File: config.mk
export PLATFORM = sky130hd
export DESIGN_NAME = ahb_cmd_master
export DESIGN_NICKNAME = d
export VERILOG_FILES = /design/src/rtl/ahb_cmd_master.sv
export SDC_FILE = /design/constraint.sdc
export NUM_CORES = 1
export LEC_CHECK = 0
export BUFFER_PORTS_ARGS = -buffer_cell sky130_fd_sc_hd__buf_2
export CAP_MARGIN = 20
export CORE_MARGIN = 2
export CORE_UTILIZATION = 42
export DETAILED_ROUTE_END_ITERATION = 8
export MAX_ROUTING_LAYER = met4
export PLACE_DENSITY_LB_ADDON = 0.05
export SLEW_MARGIN = 10
export SYNTH_ARGS = -nofsm -noshare
export SYNTH_HDL_FRONTEND = slang
export SYNTH_SLANG_ARGS = --single-unit
File: constraint.sdc
create_clock -name hclk -period 2.5 [get_ports hclk]
set_clock_uncertainty 0.05 [all_clocks]
set_input_delay 0.5 -clock hclk [delete_from_list [all_inputs] [get_ports hclk]]
set_output_delay 0.5 -clock hclk [all_outputs]
set_load 0.1 [all_outputs]
File: src/rtl/ahb_cmd_master.sv
// ahb_cmd_master: pipelined single-transfer AHB-Lite master.
// Turns a valid/ready command stream into NONSEQ SINGLE transfers and returns
// read data / error status, in command order, on a valid/ready response stream.
//
// Ports
//   hclk, hresetn            clock, asynchronous active-low reset
//   cmd_valid/ready          command handshake (ready = address phase accepted)
//   cmd_write/addr/wdata     command payload
//   cmd_size                 transfer size (only with AHB_CMD_MASTER_SIZE_EN)
//   rsp_valid/ready          response handshake
//   rsp_rdata/err/write      response payload (head of the response FIFO)
//   busy                     data phase in flight or responses pending
//   haddr..hburst            AHB address/control/write-data outputs
//   hrdata, hresp, hready    AHB slave returns
//
// Optional feature macro: AHB_CMD_MASTER_SIZE_EN adds cmd_size and rejects
// misaligned or illegal-size commands without a bus transfer.

package ahb_cmd_master_pkg;
    localparam int unsigned data_w = 32;

    typedef struct packed {
        logic [data_w-1:0] rdata;
        logic              err;
        logic              write;
    } rsp_t;
endpackage

module ahb_cmd_master
    import ahb_cmd_master_pkg::*;
#(
    parameter int unsigned rsp_depth = 2,   // must be >= 2
    parameter int unsigned a_w       = 32
) (
    input  logic              hclk,
    input  logic              hresetn,
    input  logic              cmd_valid,
    output logic              cmd_ready,
    input  logic              cmd_write,
    input  logic [a_w-1:0]    cmd_addr,
    input  logic [data_w-1:0] cmd_wdata,
`ifdef AHB_CMD_MASTER_SIZE_EN
    input  logic [2:0]        cmd_size,
`endif
    output logic              rsp_valid,
    input  logic              rsp_ready,
    output logic [data_w-1:0] rsp_rdata,
    output logic              rsp_err,
    output logic              rsp_write,
    output logic              busy,
    output logic [a_w-1:0]    haddr,
    output logic [data_w-1:0] hwdata,
    output logic              hwrite,
    output logic [1:0]        htrans,
    output logic [2:0]        hsize,
    output logic [2:0]        hburst,
    input  logic [data_w-1:0] hrdata,
    input  logic [1:0]        hresp,
    input  logic              hready
);

    localparam int unsigned cnt_w = $clog2(rsp_depth + 1);
    localparam int unsigned ptr_w = (rsp_depth > 1) ? $clog2(rsp_depth) : 1;

    localparam logic [1:0] trans_idle   = 2'b00;
    localparam logic [1:0] trans_nonseq = 2'b10;
    localparam logic [1:0] resp_error   = 2'b01;
    localparam logic [2:0] size_word    = 3'b010;

    logic             run;
    logic             dp_valid;
    logic             dp_write;
    logic [cnt_w-1:0] fifo_cnt;
    logic [ptr_w-1:0] wr_ptr;
    logic [ptr_w-1:0] rd_ptr;
    rsp_t             fifo_mem [rsp_depth];
    rsp_t             push_data;
    rsp_t             head;
    logic [cnt_w:0]   used;
    logic             push;
    logic             pop;
    logic             complete;
    logic             err_cancel;
    logic             can_issue;
    logic             issue;
    logic             accept;
    logic             reject;
    logic             bad;
    logic [2:0]       size_sel;
    logic             rej_valid;
    logic             rej_write;

    function automatic logic [ptr_w-1:0] ptr_next(input logic [ptr_w-1:0] p);
        return (p == ptr_w'(rsp_depth - 1)) ? '0 : p + ptr_w'(1);
    endfunction

`ifdef AHB_CMD_MASTER_SIZE_EN
    // Alignment / legality check of the presented command
    always_comb begin
        bad = 1'b0;
        case (cmd_size)
            3'd0:    bad = 1'b0;
            3'd1:    bad = cmd_addr[0];
            3'd2:    bad = |cmd_addr[1:0];
            default: bad = 1'b1;
        endcase
    end

    assign size_sel = cmd_size;

    // Rejected command pushes its error response one cycle after acceptance
    always_ff @(posedge hclk or negedge hresetn) begin
        if (!hresetn) begin
            rej_valid <= 1'b0;
            rej_write <= 1'b0;
        end else begin
            rej_valid <= reject;
            rej_write <= cmd_write;
        end
    end
`else
    assign bad       = 1'b0;
    assign size_sel  = size_word;
    assign rej_valid = 1'b0;
    assign rej_write = 1'b0;
`endif

    assign pop      = rsp_valid && rsp_ready;
    assign complete = dp_valid && hready;
    assign push     = complete || rej_valid;

    // Credit: a same-cycle pop frees its slot, so depth 2 sustains one transfer per cycle
    assign used = (cnt_w + 1)'(fifo_cnt) + (cnt_w + 1)'(dp_valid)
                + (cnt_w + 1)'(rej_valid) - (cnt_w + 1)'(pop);

    // First ERROR cycle: withdraw any pending address phase
    assign err_cancel = dp_valid && !hready && (hresp == resp_error);

    // run gates issuing so nothing is presented while (or right as) reset is active
    assign can_issue = run && (used < (cnt_w + 1)'(rsp_depth)) && !err_cancel;
    assign issue     = cmd_valid && can_issue && !bad;
    assign accept    = issue && hready;
    // Rejects wait for an empty data phase so responses stay in command order
    assign reject    = cmd_valid && can_issue && bad && !dp_valid;
    assign cmd_ready = accept || reject;

    // Address phase, combinational from the command inputs
    assign htrans = issue ? trans_nonseq : trans_idle;
    assign haddr  = issue ? cmd_addr : '0;
    assign hwrite = issue && cmd_write;
    assign hsize  = issue ? size_sel : size_word;
    assign hburst = 3'b000;

    // Response entry for the transfer completing (or the reject) this cycle
    always_comb begin
        push_data = '0;
        if (rej_valid) begin
            push_data.err   = 1'b1;
            push_data.write = rej_write;
        end else begin
            push_data.rdata = dp_write ? '0 : hrdata;
            push_data.err   = (hresp == resp_error);
            push_data.write = dp_write;
        end
    end

    // Data phase register; reload on completion gives back-to-back pipelining
    always_ff @(posedge hclk or negedge hresetn) begin
        if (!hresetn) begin
            run      <= 1'b0;
            dp_valid <= 1'b0;
            dp_write <= 1'b0;
            hwdata   <= '0;
        end else begin
            run <= 1'b1;
            if (accept) begin
                dp_valid <= 1'b1;
                dp_write <= cmd_write;
                hwdata   <= cmd_wdata;
            end else if (complete) begin
                dp_valid <= 1'b0;
            end
        end
    end

    // Response FIFO pointers and occupancy
    always_ff @(posedge hclk or negedge hresetn) begin
        if (!hresetn) begin
            wr_ptr   <= '0;
            rd_ptr   <= '0;
            fifo_cnt <= '0;
        end else begin
            if (push) wr_ptr <= ptr_next(wr_ptr);
            if (pop)  rd_ptr <= ptr_next(rd_ptr);
            if (push && !pop) begin
                fifo_cnt <= fifo_cnt + cnt_w'(1);
            end else if (pop && !push) begin
                fifo_cnt <= fifo_cnt - cnt_w'(1);
            end
        end
    end

    // Response FIFO storage
    always_ff @(posedge hclk) begin
        if (push) fifo_mem[wr_ptr] <= push_data;
    end

    // Head of FIFO; payload forced to zero while empty
    assign head      = fifo_mem[rd_ptr];
    assign rsp_valid = (fifo_cnt != '0);
    assign rsp_rdata = rsp_valid ? head.rdata : '0;
    assign rsp_err   = rsp_valid && head.err;
    assign rsp_write = rsp_valid && head.write;
    assign busy      = dp_valid || rsp_valid || rej_valid;

endmodule

==> metrics, run 1 <==
setup slack at placement -0.506 ns; maximum clock frequency 319 MHz; xor-xnor portion of the synthesized cell area 0.0130; leading cell type in the layout, fill and taps excluded sky130_fd_sc_hd__buf_2; share of the cycle needed by the critical path after routing 1.25; final hold viol count 0; placer congestion estimate ~0.73; RSZ-0062 raised after global routing yes; first-pass GRT wire length approximately 16000 um; Adder-Cell Fraction of Synth Area 0.00705; Syn. warnings 0; clock slew at the register clock pins of the worst setup and hold paths 0.10 ns; CP cell instances and3b_2, o21ai_2, fa_2, nand3_2, a311oi_4, buf_4, buf_6, and2_4, buf_12; critical path endpoint category primary output; Worst-Margin Slew just under 0.9 ns; number of synthesized flops with an enable pin just under 70; Max Fanout on Critical Path 9; total congestion overflow after global routing 0; top_reg_cell synth sky130_fd_sc_hd__edfxtp_1; pin count of the biggest net entering global routing 40; starting density of the core 0.427; total buffers and inverters traversed by the critical path 3; share of the core filled with cells 0.644; HP Class in2async; std cell rows 38; gate count of the mapped netlist ~330; clock sink count between 100 and 150; post-synthesis mux area share 0.154; synth top area cells sky130_fd_sc_hd__edfxtp_1, sky130_fd_sc_hd__dfrtp_1, sky130_fd_sc_hd__mux2i_1, sky130_fd_sc_hd__mux2_1, sky130_fd_sc_hd__nor2b_1; number of diodes 0; share of synthesized area occupied by flip-flops and latches 0.654; beginning of the critical path fifo_cnt[0]; I/O Buffers roughly 210; number of CTS-inserted buffers 9; routed wirelength normalized by instance count 15.1 um; result of the run finished, violations left; post-synthesis compound-gate area fraction 0.00570; vias in the first global route around 3100; number of antenna violations at the first check in global routing 0; combined flip-flop and latch cell area 0.00302 sq mm; CP top delay family adder cells; WP depth 9; total track usage 0.183; Period minus WS final approximately 3.1 ns; number of setup violations in the final report 35; worst reg-to-reg setup slack about 0.080 ns; Final Net Count between 600 and 700; endpoint of the worst setup timing path haddr[25]; number of vias per cell after detailed routing 4.66; post-route setup slack -0.631 ns; Detailed Route WL ~10000 um; Core Box Area approximately 0.011 sq mm; via count about 3200; Antenna Nets Post-Route 0; count of H-tree levels built during CTS 3; ys async rst share 0.364; number of DRC violations after detailed routing 0; combinational family with the most area after synthesis multiplexers; library cell with the largest summed area after synthesis sky130_fd_sc_hd__edfxtp_1; fraction of the mapped netlist area in simple logic gates 0.130; Horiz. Die Dim ~110 um; clock network latency to the later pin of the worst-skew pair 0.35 ns; max-slew violations 0; cell area after synthesis between 0.004 and 0.005 sq mm; headroom to the max-slew limit 0.421; CP Class reg2out; die outline height 109 um; slowest library cell on the worst path sky130_fd_sc_hd__fa_2; number of filler cells placed in the layout 839; worst reg2reg path depth 8; clock tree from TritonCTS done; # IOs 214; arrival time worst endpoint between 2 and 3 ns; Mean Syn Cell Area 14.1 sq um; Multi-input gate area about 0.0017 sq mm; FF-to-FF Start fifo_cnt[0]; number of max-cap violations 0; ratio of cells with drive above 1 in the final layout 0.579; DP HPWL 7510 um; drt first-iter violations 138; nature of the critical path startpoint register; delay of the slowest cell on the worst path 0.56 ns; commonest cells after routing, fill and taps aside sky130_fd_sc_hd__buf_2, sky130_fd_sc_hd__edfxtp_1, sky130_fd_sc_hd__buf_12, sky130_fd_sc_hd__dfrtp_1; Die ar. approximately 0.012 sq mm; total iterations of the first detailed-routing run 4; Root Buffer sky130_fd_sc_hd__clkbuf_8; number of library cell types mapped by synthesis 28; reg-to-reg critical path endpoint hwdata[31]; worst-case clock buffer depth 2; critical path required time 1.95 ns; violated checks setup timing; area share of the leading cell type in the synthesized netlist 0.443; Synth Register Bits roughly 110; area growth from synthesis to layout 50.6%
## state kept, by name, indices dropped and copies added, names as in the netlist
signal and cells:
fifo_cnt 2, hwdata 32, dp_write 1, rd_ptr 1
wr_ptr 1, run 1, fifo_mem 68, dp_valid 1
## kinds of logic after synthesis
group                      count (synthesis)
and+or+nand+nor                          112
DFF                                      107
muxes                                     67
buffers and inverters                     28
xor gates and xnor gates                   6
AOI/OAI and AO/OA                          3
adders and majority gates                  2
other                                      2
## timing repair
action,4_1_cts,5_1_grt
pin swaps,3,1
hold buffers,0,0
setup endpoints to repair,35,65
resized for setup,6,8
buffers inserted,4,4
gates cloned,1,2
## cell usage after synthesis (3+ instances only)
| master | n |
|---|---|
| sky130_fd_sc_hd__and2_1 | 33 |
| sky130_fd_sc_hd__buf_2 | 5 |
| sky130_fd_sc_hd__buf_4 | 11 |
| sky130_fd_sc_hd__clkbuf_1 | 6 |
| sky130_fd_sc_hd__dfrtp_1 | 39 |
| sky130_fd_sc_hd__edfxtp_1 | 68 |
| sky130_fd_sc_hd__inv_1 | 4 |
| sky130_fd_sc_hd__mux2_1 | 29 |
| sky130_fd_sc_hd__mux2_2 | 4 |
| sky130_fd_sc_hd__mux2i_1 | 34 |
| sky130_fd_sc_hd__nand2_1 | 3 |
| sky130_fd_sc_hd__nor2_1 | 37 |
| sky130_fd_sc_hd__nor2b_1 | 34 |
| sky130_fd_sc_hd__xnor2_1 | 3 |
## per-layer routing
layer  part of all wire  vias to the layer above  routed length, um  GRT usage
met3              0.048                       13                506     0.0400
met5                  0                        -                  0          -
li1                   -                     1553                  -          -
met4              0.017                        0                178     0.0705
met2               0.53                      103               5510      0.297
met1               0.41                     1571               4290      0.223
## layout make-up
class / count / share of cell area
timing repair buffer: 231 / 0.267
clock buffer: 9 / 0.0178
multi-input combinational: 198 / 0.239
inverter: 4 / 0.00216
tap: 140 / 0.0252
clock inverter: 7 / 0.0146
sequential: 107 / 0.434
## worst min-delay path by stage
stage                     startpoint          to  slack [ns]  depth (start not counted)
after floorplan              hresetn    dp_valid        0.15                          0
after global placement    hwdata[24]  hwdata[24]        0.41                          1
after detailed placement   hwdata[7]   hwdata[7]        0.42                          1
after CTS                    hresetn  hwdata[31]        0.20                          1
after global routing         hresetn  hwdata[31]        0.24                          1
final                        hresetn  hwdata[31]        0.20                          1
## worst register-to-register path, stage by stage, from the launching register on
cell and delay, ns:
sky130_fd_sc_hd__dfrtp_1 0.39, sky130_fd_sc_hd__and3b_2 0.25, sky130_fd_sc_hd__o21ai_2 0.06, sky130_fd_sc_hd__fa_2 0.56, sky130_fd_sc_hd__nand4_1 0.16, sky130_fd_sc_hd__nor2_4 0.18, sky130_fd_sc_hd__buf_6 0.15, sky130_fd_sc_hd__buf_4 0.17
sky130_fd_sc_hd__mux2_2 0.34
## per-stage QoR
stage | TNS (ns) | cells | hold slack [ns] | instance area, sq um
final | -21.17 | 696 | 0.197 | 6950
after global routing | -25.53 | 696 | 0.245 | 6950
after CTS | -23.48 | 692 | 0.198 | 6900
after detailed placement | -19.04 | 671 | 0.419 | 6610
after global placement | -16.13 | 671 | 0.415 | 6610
after floorplan | -11.59 | 333 | 0.154 | 4840
Power of run 1 is not shown: default switching activity piles up to over one toggle a cycle in this logic, so the estimate is an artifact.
==> run 2: changes to the inputs <==
--- a/config.mk
+++ b/config.mk
@@ -11,7 +11,7 @@
 export CORE_UTILIZATION = 42
 export DETAILED_ROUTE_END_ITERATION = 8
 export MAX_ROUTING_LAYER = met4
-export PLACE_DENSITY_LB_ADDON = 0.05
+export PLACE_DENSITY = 0.86
 export SLEW_MARGIN = 10
 export SYNTH_ARGS = -nofsm -noshare
 export SYNTH_HDL_FRONTEND = slang
==> run 2 against run 1 <==
Effect of this change: the run still ends with setup timing left; via count rose by 4.3%; clock-buffer cell count unchanged; first-iteration DRC count grew 33%; highest routed layer unchanged; worst hold slack worse by 0.012 ns.
==> metrics, run 2 (same netlist as run 1, synthesis figures left out) <==
Final Net Count 666 (+1.4%); Period minus WS final 3.16 ns (+0.0273 ns); CP cell instances and3b_2, o21ai_2, fa_2, nand3_2, a311oi_4, buf_4, buf_12, and2_4, buf_12; leading registers by flop count fifo_mem x68, hwdata x32, fifo_cnt x2; number of DRC violations after detailed routing 0 (unchanged); area growth from synthesis to layout 66.4%; final-layout setup total negative slack -26.76 ns (-5.59 ns); total track usage 0.187 (+0.00425); clock tree from TritonCTS done; DP HPWL 8290 um (+10%); clock sink count 107 (unchanged); total iterations of the first detailed-routing run 4 (unchanged); Worst-Margin Slew 0.851 ns (-0.0168 ns); Max Fanout on Critical Path 17 (+8); clock slew at the register clock pins of the worst setup and hold paths 0.10 ns (about the same); clock network latency to the later pin of the worst-skew pair 0.35 ns (about the same); routed wirelength normalized by instance count 16.6 um (+10%); count of hold buffers inserted by post-cts repair 0 (unchanged); number of max-cap violations 0 (unchanged); total congestion overflow after global routing 0 (unchanged); Antenna Nets Post-Route 0 (unchanged); total buffers and inverters traversed by the critical path 3 (unchanged); delay of the slowest cell on the worst path 0.54 ns (-0.02 ns); minimum hold slack 0.185 ns (-0.0124 ns); leading cell type in the layout, fill and taps excluded sky130_fd_sc_hd__buf_2; register bank with the most flops fifo_mem; violated checks setup timing; via count 3378 (+4.3%); std cell rows 38 (unchanged); first-pass GRT wire length 16300 um (+3.1%); Worst path most repeated cell sky130_fd_sc_hd__buf_12; starting density of the core 0.427 (unchanged); number of vias per cell after detailed routing 4.79 (+2.9%); final hold viol count 0 (unchanged); critical path endpoint category primary output; vias in the first global route 3347 (+6.4%); number of diodes 0 (unchanged); worst reg-to-reg setup slack -0.21 ns (-0.29 ns); Die ar. 0.0118 sq mm (unchanged); maximum clock frequency 317 MHz (-0.86%); drt first-iter violations 184 (+33%); number of antenna violations at the first check in global routing 0 (unchanged); Horiz. Die Dim 109 um (unchanged); Detailed Route WL 11700 um (+12%); count of H-tree levels built during CTS 3 (unchanged); number of CTS-inserted buffers 9 (unchanged); placer congestion estimate 0.747 (+2.1%); commonest cells after routing, fill and taps aside sky130_fd_sc_hd__buf_2, sky130_fd_sc_hd__buf_12, sky130_fd_sc_hd__edfxtp_1, sky130_fd_sc_hd__dfrtp_1; # IOs 214 (unchanged); die outline height 109 um (unchanged); number of setup violations in the final report 68 (+94%); RSZ-0062 raised after global routing yes; critical path required time 1.95 ns (about the same); headroom to the max-slew limit 0.432 (+0.0112); nature of the critical path startpoint register; slowest library cell on the worst path sky130_fd_sc_hd__fa_2; result of the run finished, violations left; ratio of cells with drive above 1 in the final layout 0.637 (+0.0580); Core Box Area 0.0108 sq mm (unchanged); pin count of the biggest net entering global routing 40 (unchanged); max-slew violations 0 (unchanged); HP Class in2async; worst-case clock buffer depth 2 (unchanged); max FFs per register 68 (unchanged); I/O Buffers 206 (unchanged); CP Class reg2out; Root Buffer sky130_fd_sc_hd__clkbuf_8; post-route setup slack -0.658 ns (-0.0273 ns); share of the cycle needed by the critical path after routing 1.26 (+0.0109); arrival time worst endpoint 2.61 ns (+0.03 ns); CP top delay family adder cells
## run 2: changes by cell type in the layout (fill, tap and decap cells not counted), moves of 3 or more
cell | previous run | this run
sky130_fd_sc_hd__buf_4 | 15 | 19
sky130_fd_sc_hd__mux2_2 | 4 | 1
sky130_fd_sc_hd__mux2_4 | 0 | 32
sky130_fd_sc_hd__buf_2 | 170 | 137
sky130_fd_sc_hd__buf_12 | 40 | 76
sky130_fd_sc_hd__mux2_1 | 29 | 0
## run 2: final timing paths
| path | from | end | depth (start not counted) |
|---|---|---|---|
| max | fifo_cnt[0] | haddr[25] | 9 |
| min | hresetn | hwdata[21] | 1 |
| max in group asynchronous | hresetn | rd_ptr | 1 |
| max reg2reg | fifo_cnt[0] | hwdata[31] | 11 |
| min reg2reg | hwdata[17] | hwdata[17] | 1 |
| min in group hclk | cmd_wdata[6] | hwdata[6] | 2 |
## run 2: metrics by stage
step	instances	util	area (sq um)	setup WS, ns
after floorplan	333	-	4840	-0.344
after global placement	672	0.658	7100	-0.443
after detailed placement	672	0.658	7100	-0.501
after CTS	694	0.685	7390	-0.674
after global routing	705	0.711	7680	-0.784
final	705	0.711	7680	-0.658
## run 2: cell type report
| type | count | area, sq um |
|---|---|---|
| Fill cell | 687 | 3120 |
| Multi-Input combinational cell | 198 | 1780 |
| Timing Repair Buffer | 240 | 2470 |
| Inverter | 4 | 15.0 |
| Sequential cell | 107 | 3020 |
| Clock buffer | 9 | 124 |
| Tap cell | 140 | 175 |
| Clock inverter | 7 | 86.3 |
## run 2: timing repair
| action | 4_1_cts | 5_1_grt |
|---|---|---|
| resized for setup | 10 | 44 |
| setup endpoints to repair | 35 | 95 |
| pin swaps | 4 | 4 |
| setup buffers | 5 | 9 |
| cloned | 1 | 3 |
## run 2: per-layer routing
layer	vias to the layer above	wire length, um	part of all wire	track usage
met1	1660	4530	0.39	0.213
met3	16	536	0.046	0.0329
met5	-	0	0	-
li1	1572	-	-	-
met4	0	223	0.019	0.0760
met2	130	6430	0.55	0.327
Power of run 2 is left out for the same reason.
==> run 3: changes to the inputs <==
--- a/config.mk
+++ b/config.mk
@@ -7,11 +7,13 @@
 export LEC_CHECK = 0
 export BUFFER_PORTS_ARGS = -buffer_cell sky130_fd_sc_hd__buf_2
 export CAP_MARGIN = 20
+export CORE_ASPECT_RATIO = 2
 export CORE_MARGIN = 2
 export CORE_UTILIZATION = 42
 export DETAILED_ROUTE_END_ITERATION = 8
 export MAX_ROUTING_LAYER = met4
 export PLACE_DENSITY = 0.86
+export SETUP_SLACK_MARGIN = 0.2
 export SLEW_MARGIN = 10
 export SYNTH_ARGS = -nofsm -noshare
 export SYNTH_HDL_FRONTEND = slang
==> run 3 against run 2 <==
Effect of this change: the run still ends with setup timing left; design area shrank 2.0%; non-clock buffer count up 1; global-route usage up 2.3 points; sequential share of layout area is 0.82 points higher; critical path type unchanged; critical endpoint is now haddr[16]; largest cell class unchanged.
==> metrics, run 3 (same netlist as run 1, synthesis figures left out) <==
violated checks setup timing; max-slew violations 0 (unchanged); first-pass GRT wire length 18500 um (+14%); clock slew at the register clock pins of the worst setup and hold paths 0.07 ns (-0.03 ns); Die ar. 0.0119 sq mm (+0.42%); number of vias per cell after detailed routing 4.78 (-0.31%); Detailed Route WL 12100 um (+2.9%); placer congestion estimate 0.897 (+20%); Final Net Count 667 (+0.15%); max FFs per register 68 (unchanged); slowest library cell on the worst path sky130_fd_sc_hd__fa_2; starting density of the core 0.427 (-0.000693); FF-to-FF Start fifo_cnt[0]; clock tree from TritonCTS done; HP Class in2async; pin count of the biggest net entering global routing 36 (-10%); ratio of cells with drive above 1 in the final layout 0.650 (+0.0130); reg-to-reg critical path endpoint hwdata[29]; Max Fanout on Critical Path 9 (-8); commonest cells after routing, fill and taps aside sky130_fd_sc_hd__buf_2, sky130_fd_sc_hd__edfxtp_1, sky130_fd_sc_hd__buf_12, sky130_fd_sc_hd__dfrtp_1; clock network latency to the later pin of the worst-skew pair 0.33 ns (-0.02 ns); routed wirelength normalized by instance count 17.0 um (+2.6%); critical path required time 1.95 ns (about the same); result of the run finished, violations left; final hold viol count 0 (unchanged); minimum hold slack 0.0915 ns (-0.0934 ns); final-layout setup total negative slack -24.09 ns (+2.67 ns); total iterations of the first detailed-routing run 4 (unchanged); Worst-Margin Slew 0.548 ns (-0.304 ns); post-route setup slack -0.616 ns (+0.0417 ns); beginning of the critical path fifo_cnt[0]; WP depth 9 (unchanged); CP Class reg2out; total track usage 0.210 (+0.0234); std cell rows 54 (+42%); delay of the slowest cell on the worst path 0.54 ns (about the same); clock sink count 107 (unchanged); post-placement cell area 0.00670 sq mm (-5.6%); CP cell instances and3b_2, o21ai_2, fa_2, nand3_2, a311oi_4, buf_6, buf_16, and2_4, buf_12; leading cell type in the layout, fill and taps excluded sky130_fd_sc_hd__buf_2; Period minus WS final 3.12 ns (-0.0417 ns); arrival time worst endpoint 2.57 ns (-0.04 ns); vias in the first global route 3704 (+11%); die outline height 152 um (+40%); count of hold buffers inserted by post-cts repair 0 (unchanged); area growth from synthesis to layout 63.1%; worst-case clock buffer depth 2 (unchanged); final cell area excluding filler cells 0.00753 sq mm (-2.0%); number of filler cells placed in the layout 762 (+11%); register bank with the most flops fifo_mem; number of CTS-inserted buffers 9 (unchanged); number of antenna violations at the first check in global routing 1 (+1); worst reg2reg path depth 11 (unchanged); nature of the critical path startpoint register; via count 3377 (-0.030%); total congestion overflow after global routing 0 (unchanged); headroom to the max-slew limit 0.635 (+0.202); I/O Buffers 206 (unchanged); Core Box Area 0.0108 sq mm (+0.16%); number of max-cap violations 0 (unchanged); leading registers by flop count fifo_mem x68, hwdata x32, fifo_cnt x2; RSZ-0062 raised after global routing yes; share of the cycle needed by the critical path after routing 1.25 (-0.0167); number of DRC violations after detailed routing 0 (unchanged); number of setup violations in the final report 68 (unchanged); drt first-iter violations 149 (-19%); Antenna Nets Post-Route 0 (unchanged); # IOs 214 (unchanged); total buffers and inverters traversed by the critical path 3 (unchanged); share of the core filled with cells 0.696 (-0.0150); maximum clock frequency 321 MHz (+1.3%); worst reg-to-reg setup slack -0.14 ns (+0.07 ns); endpoint of the worst setup timing path haddr[16]; Horiz. Die Dim 78.1 um (-28%); DP HPWL 8380 um (+1.1%); Root Buffer sky130_fd_sc_hd__clkbuf_16; critical path endpoint category primary output; CP top delay family adder cells; count of H-tree levels built during CTS 3 (unchanged)
==> run 3: changes by cell type in the layout (fill, tap and decap cells not counted), sizes merged <==
cell      change
buf           -9
clkinvlp      +2
diode         +1
clkinv        -2
clkbuf       +10
==> run 3: stage by stage <==
step	setup WS, ns	instances
2_1_floorplan	-0.344	333
3_3_place_gp	-0.452	669
3_5_place_dp	-0.482	669
4_1_cts	-0.648	705
5_1_grt	-0.720	707
6_report	-0.616	707
==> run 3: metal layers <==
layer / track usage / vias to the layer above / routed length (um)
met2: 0.380 / 131 / 6900
li1: - / 1581 / -
met5: - / - / 0
met4: 0.0819 / 0 / 277
met3: 0.0438 / 23 / 531
met1: 0.219 / 1642 / 4340
==> run 3: worst min-delay path by stage <==
stage / start / to / slack [ns] / depth (start not counted)
after floorplan: hresetn / dp_valid / 0.15 / 0
after global placement: hwdata[5] / hwdata[5] / 0.44 / 1
after detailed placement: hwdata[11] / hwdata[11] / 0.44 / 1
after CTS: hresetn / hwdata[17] / 0.09 / 1
after global routing: hresetn / hwdata[31] / 0.12 / 1
final: hresetn / hwdata[21] / 0.09 / 1
==> run 3: final cells by class <==
type	instances	area, sq um	share of cell area
clock buffers	9	225	0.0299
clock inverters	7	75.1	0.00998
multi-input cells	198	1820	0.242
well taps	140	175	0.0233
inverters	4	15.0	0.00200
repair buffers	241	2190	0.291
flip-flops and latches	107	3020	0.401
diodes	1	2.50	0.000333
==> run 3: repair_timing <==
action,CTS,global route
setup endpoints to repair,102,97
pin swaps,5,2
resized for setup,40,30
gates cloned,7,1
setup buffers,13,0
Power of run 3 is left out for the same reason.
